File: src/rtl/button_pkg.sv
// Shared types and helpers for the push-button step counter.
package button_pkg;

  typedef enum logic [1:0] {
    IDLE,
    HOLD,
    REPEAT
  } press_state_t;

  // Converts a duration in milliseconds to a clock-cycle count.
  function automatic int unsigned ms_to_cycles(input int unsigned clk_hz,
                                               input int unsigned ms);
    return clk_hz / 1000 * ms;
  endfunction

endpackage

File: src/rtl/button_press_classifier.sv
// Turns one debounced button level into step pulses: one on press, then an
// auto-repeat stream once the button has been held past the long-press time.
module button_press_classifier
  import button_pkg::*;
#(
  parameter int unsigned CLK_HZ    = 100_000_000,
  parameter int unsigned LONG_MS   = 500,
  parameter int unsigned REPEAT_MS = 100
) (
  input  logic clk,
  input  logic reset_n,
  input  logic level,
  output logic step
);

  localparam int unsigned LONG_CYC = ms_to_cycles(CLK_HZ, LONG_MS);
  localparam int unsigned REP_CYC  = ms_to_cycles(CLK_HZ, REPEAT_MS);
  localparam int unsigned MAX_CYC  = (LONG_CYC > REP_CYC) ? LONG_CYC : REP_CYC;
  localparam int unsigned TW       = $clog2(MAX_CYC);

  localparam logic [TW-1:0] LONG_LAST = TW'(LONG_CYC - 1);
  localparam logic [TW-1:0] REP_LAST  = TW'(REP_CYC - 1);

  if (LONG_CYC < 2 || REP_CYC < 2) begin : g_bad_timing
    $fatal(1, "button_press_classifier: LONG_CYC and REP_CYC must both be >= 2");
  end

  press_state_t  state;
  logic [TW-1:0] timer;

  // Press/hold/repeat classification; release always wins over a terminal count.
  always_ff @(posedge clk or negedge reset_n) begin
    if (!reset_n) begin
      state <= IDLE;
      timer <= '0;
      step  <= 1'b0;
    end else begin
      step <= 1'b0;
      unique case (state)
        IDLE: begin
          if (level) begin
            state <= HOLD;
            timer <= '0;
            step  <= 1'b1;
          end
        end
        HOLD: begin
          if (!level) begin
            state <= IDLE;
            timer <= '0;
          end else if (timer == LONG_LAST) begin
            state <= REPEAT;
            timer <= '0;
            step  <= 1'b1;
          end else begin
            timer <= timer + TW'(1);
          end
        end
        REPEAT: begin
          if (!level) begin
            state <= IDLE;
            timer <= '0;
          end else if (timer == REP_LAST) begin
            timer <= '0;
            step  <= 1'b1;
          end else begin
            timer <= timer + TW'(1);
          end
        end
        default: begin
          state <= IDLE;
          timer <= '0;
        end
      endcase
    end
  end

endmodule

File: src/rtl/button_step_counter.sv
// Up/down LED counter driven by two push-buttons with press and auto-repeat.
module button_step_counter
  import button_pkg::*;
#(
  parameter int unsigned CLK_HZ    = 100_000_000,
  parameter int unsigned LONG_MS   = 500,
  parameter int unsigned REPEAT_MS = 100,
  parameter int unsigned WIDTH     = 16
) (
  input  logic             clk,
  input  logic             reset_n,
  input  logic             up_db,
  input  logic             down_db,
  input  logic             clear,
  output logic [WIDTH-1:0] count,
  output logic             up_step,
  output logic             down_step
);

  button_press_classifier #(
    .CLK_HZ   (CLK_HZ),
    .LONG_MS  (LONG_MS),
    .REPEAT_MS(REPEAT_MS)
  ) u_up (
    .clk    (clk),
    .reset_n(reset_n),
    .level  (up_db),
    .step   (up_step)
  );

  button_press_classifier #(
    .CLK_HZ   (CLK_HZ),
    .LONG_MS  (LONG_MS),
    .REPEAT_MS(REPEAT_MS)
  ) u_down (
    .clk    (clk),
    .reset_n(reset_n),
    .level  (down_db),
    .step   (down_step)
  );

  // Modular count: clear beats everything, coincident steps cancel.
  always_ff @(posedge clk or negedge reset_n) begin
    if (!reset_n) begin
      count <= '0;
    end else if (clear) begin
      count <= '0;
    end else if (up_step && down_step) begin
      count <= count;
    end else if (up_step) begin
      count <= count + WIDTH'(1);
    end else if (down_step) begin
      count <= count - WIDTH'(1);
    end
  end

endmodule

File: config.mk
export PLATFORM = sky130hd
export DESIGN_NAME = button_step_counter
export DESIGN_NICKNAME = d
export VERILOG_FILES = /design/src/rtl/button_pkg.sv /design/src/rtl/button_press_classifier.sv /design/src/rtl/button_step_counter.sv
export SDC_FILE = /design/constraint.sdc
export NUM_CORES = 1
export LEC_CHECK = 0
export ABC_AREA = 1
export CORE_ASPECT_RATIO = 1.75
export CORE_MARGIN = 4
export CORE_UTILIZATION = 60
export CTS_CLUSTER_SIZE = 24
export DETAILED_ROUTE_END_ITERATION = 8
export PLACE_DENSITY_LB_ADDON = 0.05
export REMOVE_ABC_BUFFERS = 1
export SLEW_MARGIN = 20
export SYNTH_ARGS = -nofsm -noshare
export SYNTH_HDL_FRONTEND = slang
export SYNTH_SLANG_ARGS = --single-unit
File: constraint.sdc
create_clock -name clk -period 2.6 [get_ports clk]
set_input_delay 0.39 -clock clk [delete_from_list [all_inputs] [get_ports clk]]
set_output_delay 0.39 -clock clk [all_outputs]
set_load 0.05 [all_outputs]
==> flow_summary.toml <==
[status]
outcome = "complete, no violations"

[layout]
fin_area_um2 = 6046
final_util = 0.6928
multi_input_area_um2 = 3142
fillCellCount = 769
drive_above_1_share = 0.06075
layout_commonest_cell = "nand2_1"
final_cell_mix = "nand2_1 (259), nor2_1 (93), inv_1 (83)"
instances_no_fill = 940
n_antenna_cell = 0
ff_latch_area_um2 = 1852
finalNetCount = 848
area_delta_synth_final_pct = 11.70

[timing]
fin_crit_ns = 2.034
clock_skew_ns = 0.007521
hold_viol_final = 0
setup_tns_ns = 0
setup_ws_ns = 0.5657
drv_slew = 0
worst_slew_margin_rel = 0.3711
clock.fmax_ghz = 0.4916
worstMarginPinSlew_ns = 0.9434
period_share = 0.7824
setup_viol = 0
rsz0062_at_grt = "no"

[grt]
grt_use_total = 0.2795
grt_max_degree = 75
grt_overflow_total = 0
grt_pass1_wl_um = 23730
antenna_found_initial = 0
grt_pass1_vias = 5273

[die]
num_rows = 45
die-area_um2 = 10660
fp.dieW_um = 79.80
pin_count = 23
initial_core_util = 0.6202
die_y_um = 133.6
core_um2 = 8727

[placed_design]
place_hpwl_um = 10300
dp_cells = 924
preCtsSetupSlack_ns = 0.5737
io_buffers = 22
gp_congestion = 0.9676
place_area_um2 = 5703

[setup_path]
path_class = "flop to flop"
rrSetupSlack_ns = 0.57
slowest_delay_ns = 0.40
crit_path_cell_trace = "inv_1 > buf_4 > ha_1 > a21oi_1 > nor2_1 > nor2_1 > nor2_1 > nor2_1 > nand3_1 > nand3_1 > nand2_1"
crit_slowest_cell = "dfrtp_1"
cp.arrival_ns = 2.27
end_kind = "flop"
crit_required_ns = 2.83
crit_path_start = "u_up.step$_DFF_PN0_"
r2r_cells = 11
worstReg2RegEnd = "count[14]$_DFFE_PN0P_"
r2r_start = "u_up.step$_DFF_PN0_"
crit_fanout = 17
worst_path_most_repeated_cell = "nor2_1"
cp-start-kind = "flop"

[detailed_routing]
firstDrtPassIters = 5
drc_errors = 0
vias = 5238
avgViaCountPerCell = 5.572
drt_wl_total_um = 13680
ant_nets = 0
first_iter_violations = 273
wire_per_inst_um = 14.56

[logic_synthesis]
ys_warn_count = 0
synthCells = 794
syn_avg_cell_area_um2 = 6.817
synth_area_um2 = 5413
ys_ff_latch = 74
ys_seq_area_frac = 0.3421
synth_cell_types = 36

[clocking]
cts_hold_buf = 0
cts_tree = "yes"
cts_max_path_buffers = 2
cts_buffers = 9
cts_max_level = 3
post_cts_buffers = 0
path_clk_slew_ns = 0.06
insertion_delay_ns = 0.35
clkSinkCount = 74
ctsRootBufferMaster = "clkbuf_16"
postCtsResizedCells = 0

[pwr]
irDropWorstVdd_mv = 0.7769
powerDensity_nw_per_um2 = 974.3
leakagePower_uw = 0.002762

[worst_hold_path]
hold_path.class = "input pin to async pin"

[run]
drv_cap = 0
==> cells in the mapped netlist <==
cell	number	area share
dfrtp_1	74	0.34
nand3_2	3	0.0055
xnor2_1	12	0.019
nand2_1	259	0.18
nand4_1	19	0.022
o22ai_1	2	0.0023
nand3_1	63	0.058
buf_12	1	0.0037
fa_1	1	0.0037
a22o_1	1	0.0016
clkbuf_1	3	0.0021
a21oi_1	22	0.020
o21ai_2	10	0.016
buf_6	2	0.0042
nand2_4	3	0.0062
o21ai_1	3	0.0028
and3_1	1	0.0012
dlymetal6s2s_1	1	0.0023
buf_2	3	0.0028
buf_4	3	0.0042
a21boi_0	1	0.0014
a21o_1	2	0.0028
o21bai_1	2	0.0028
inv_1	83	0.058
inv_2	1	0.00069
nor3b_1	1	0.0014
and2_1	2	0.0023
nor2_4	3	0.0062
nor2_1	93	0.064
o21ai_0	49	0.045
nand3b_1	7	0.0097
nor2_2	5	0.0058
xor2_1	15	0.024
nand2_2	4	0.0046
nor3_1	16	0.015
ha_1	24	0.055
==> power by group <==
part | internal [uW] | total [uW] | leakage (uW) | switching, uW
Clock | 936 | 1430 | 0.000169 | 498
Sequential | 1320 | 1480 | 0.00101 | 163
Combinational | 976 | 2970 | 0.00159 | 2000
Total | 3230 | 5890 | 0.00276 | 2660
==> per-stage QoR <==
step	hold WS, ns	power [uW]
6_report	0.1900	5890
5_1_grt	0.2790	6364
4_1_cts	0.2386	5914
3_5_place_dp	0.4998	4469
3_3_place_gp	0.4958	4384
2_1_floorplan	0.09441	3660
==> layout make-up <==
class | count | share of cell area
clock buffers | 9 | 0.03725
clock inverters | 7 | 0.01945
inverters | 84 | 0.05215
multi-input cells | 623 | 0.5197
flip-flops and latches | 74 | 0.3063
well taps | 117 | 0.02421
repair buffers | 26 | 0.04098
==> registers in the layout, summed over array words and instances (netlist names) <==
signal and flops:
u_up.timer 26, u_down.state 2, u_up.state 2, u_up.step 1
u_down.timer 26, u_down.step 1, count 16
==> worst max path at each step <==
| stage | end | cells past startpoint |
|---|---|---|
| CTS | count[14]$_DFFE_PN0P_ | 11 |
| floorplan | count[14]$_DFFE_PN0P_ | 10 |
| global route | count[14]$_DFFE_PN0P_ | 11 |
| global placement | count[14]$_DFFE_PN0P_ | 11 |
| detailed placement | u_down.timer[24]$_DFFE_PN0P_ | 5 |
| finish | count[14]$_DFFE_PN0P_ | 11 |
==> worst max-delay path: cells and delay by family, from the launching register on <==
family / cells / cell delay [ns]
AO/OA/AOI/OAI: 1 / 0.27
AND/OR/NAND/NOR: 7 / 0.63
buffers and inverters: 2 / 0.29
flip-flops: 1 / 0.40
adder cells (fa/ha/maj): 1 / 0.32
==> routing by layer <==
metal | share of wire | wire [um] | vias up | track usage
li1 | - | - | 2606 | -
met1 | 0.37 | 5100 | 2407 | 0.2948
met2 | 0.53 | 7278 | 160 | 0.5060
met3 | 0.037 | 513 | 65 | 0.04601
met4 | 0.058 | 790 | 0 | 0.1654
met5 | 0 | 0 | - | 0
==> cells by family after synthesis <==
kind of cell    count (synthesis)  share of synthesized area
buf+inv                        97                    0.07744
flops                          74                     0.3421
simple gates                  479                     0.3821
xor+xnor                       27                    0.04369
compound gates                 92                    0.09547
fa+ha+maj                      25                    0.05918
(Power assumes the default switching activity.)
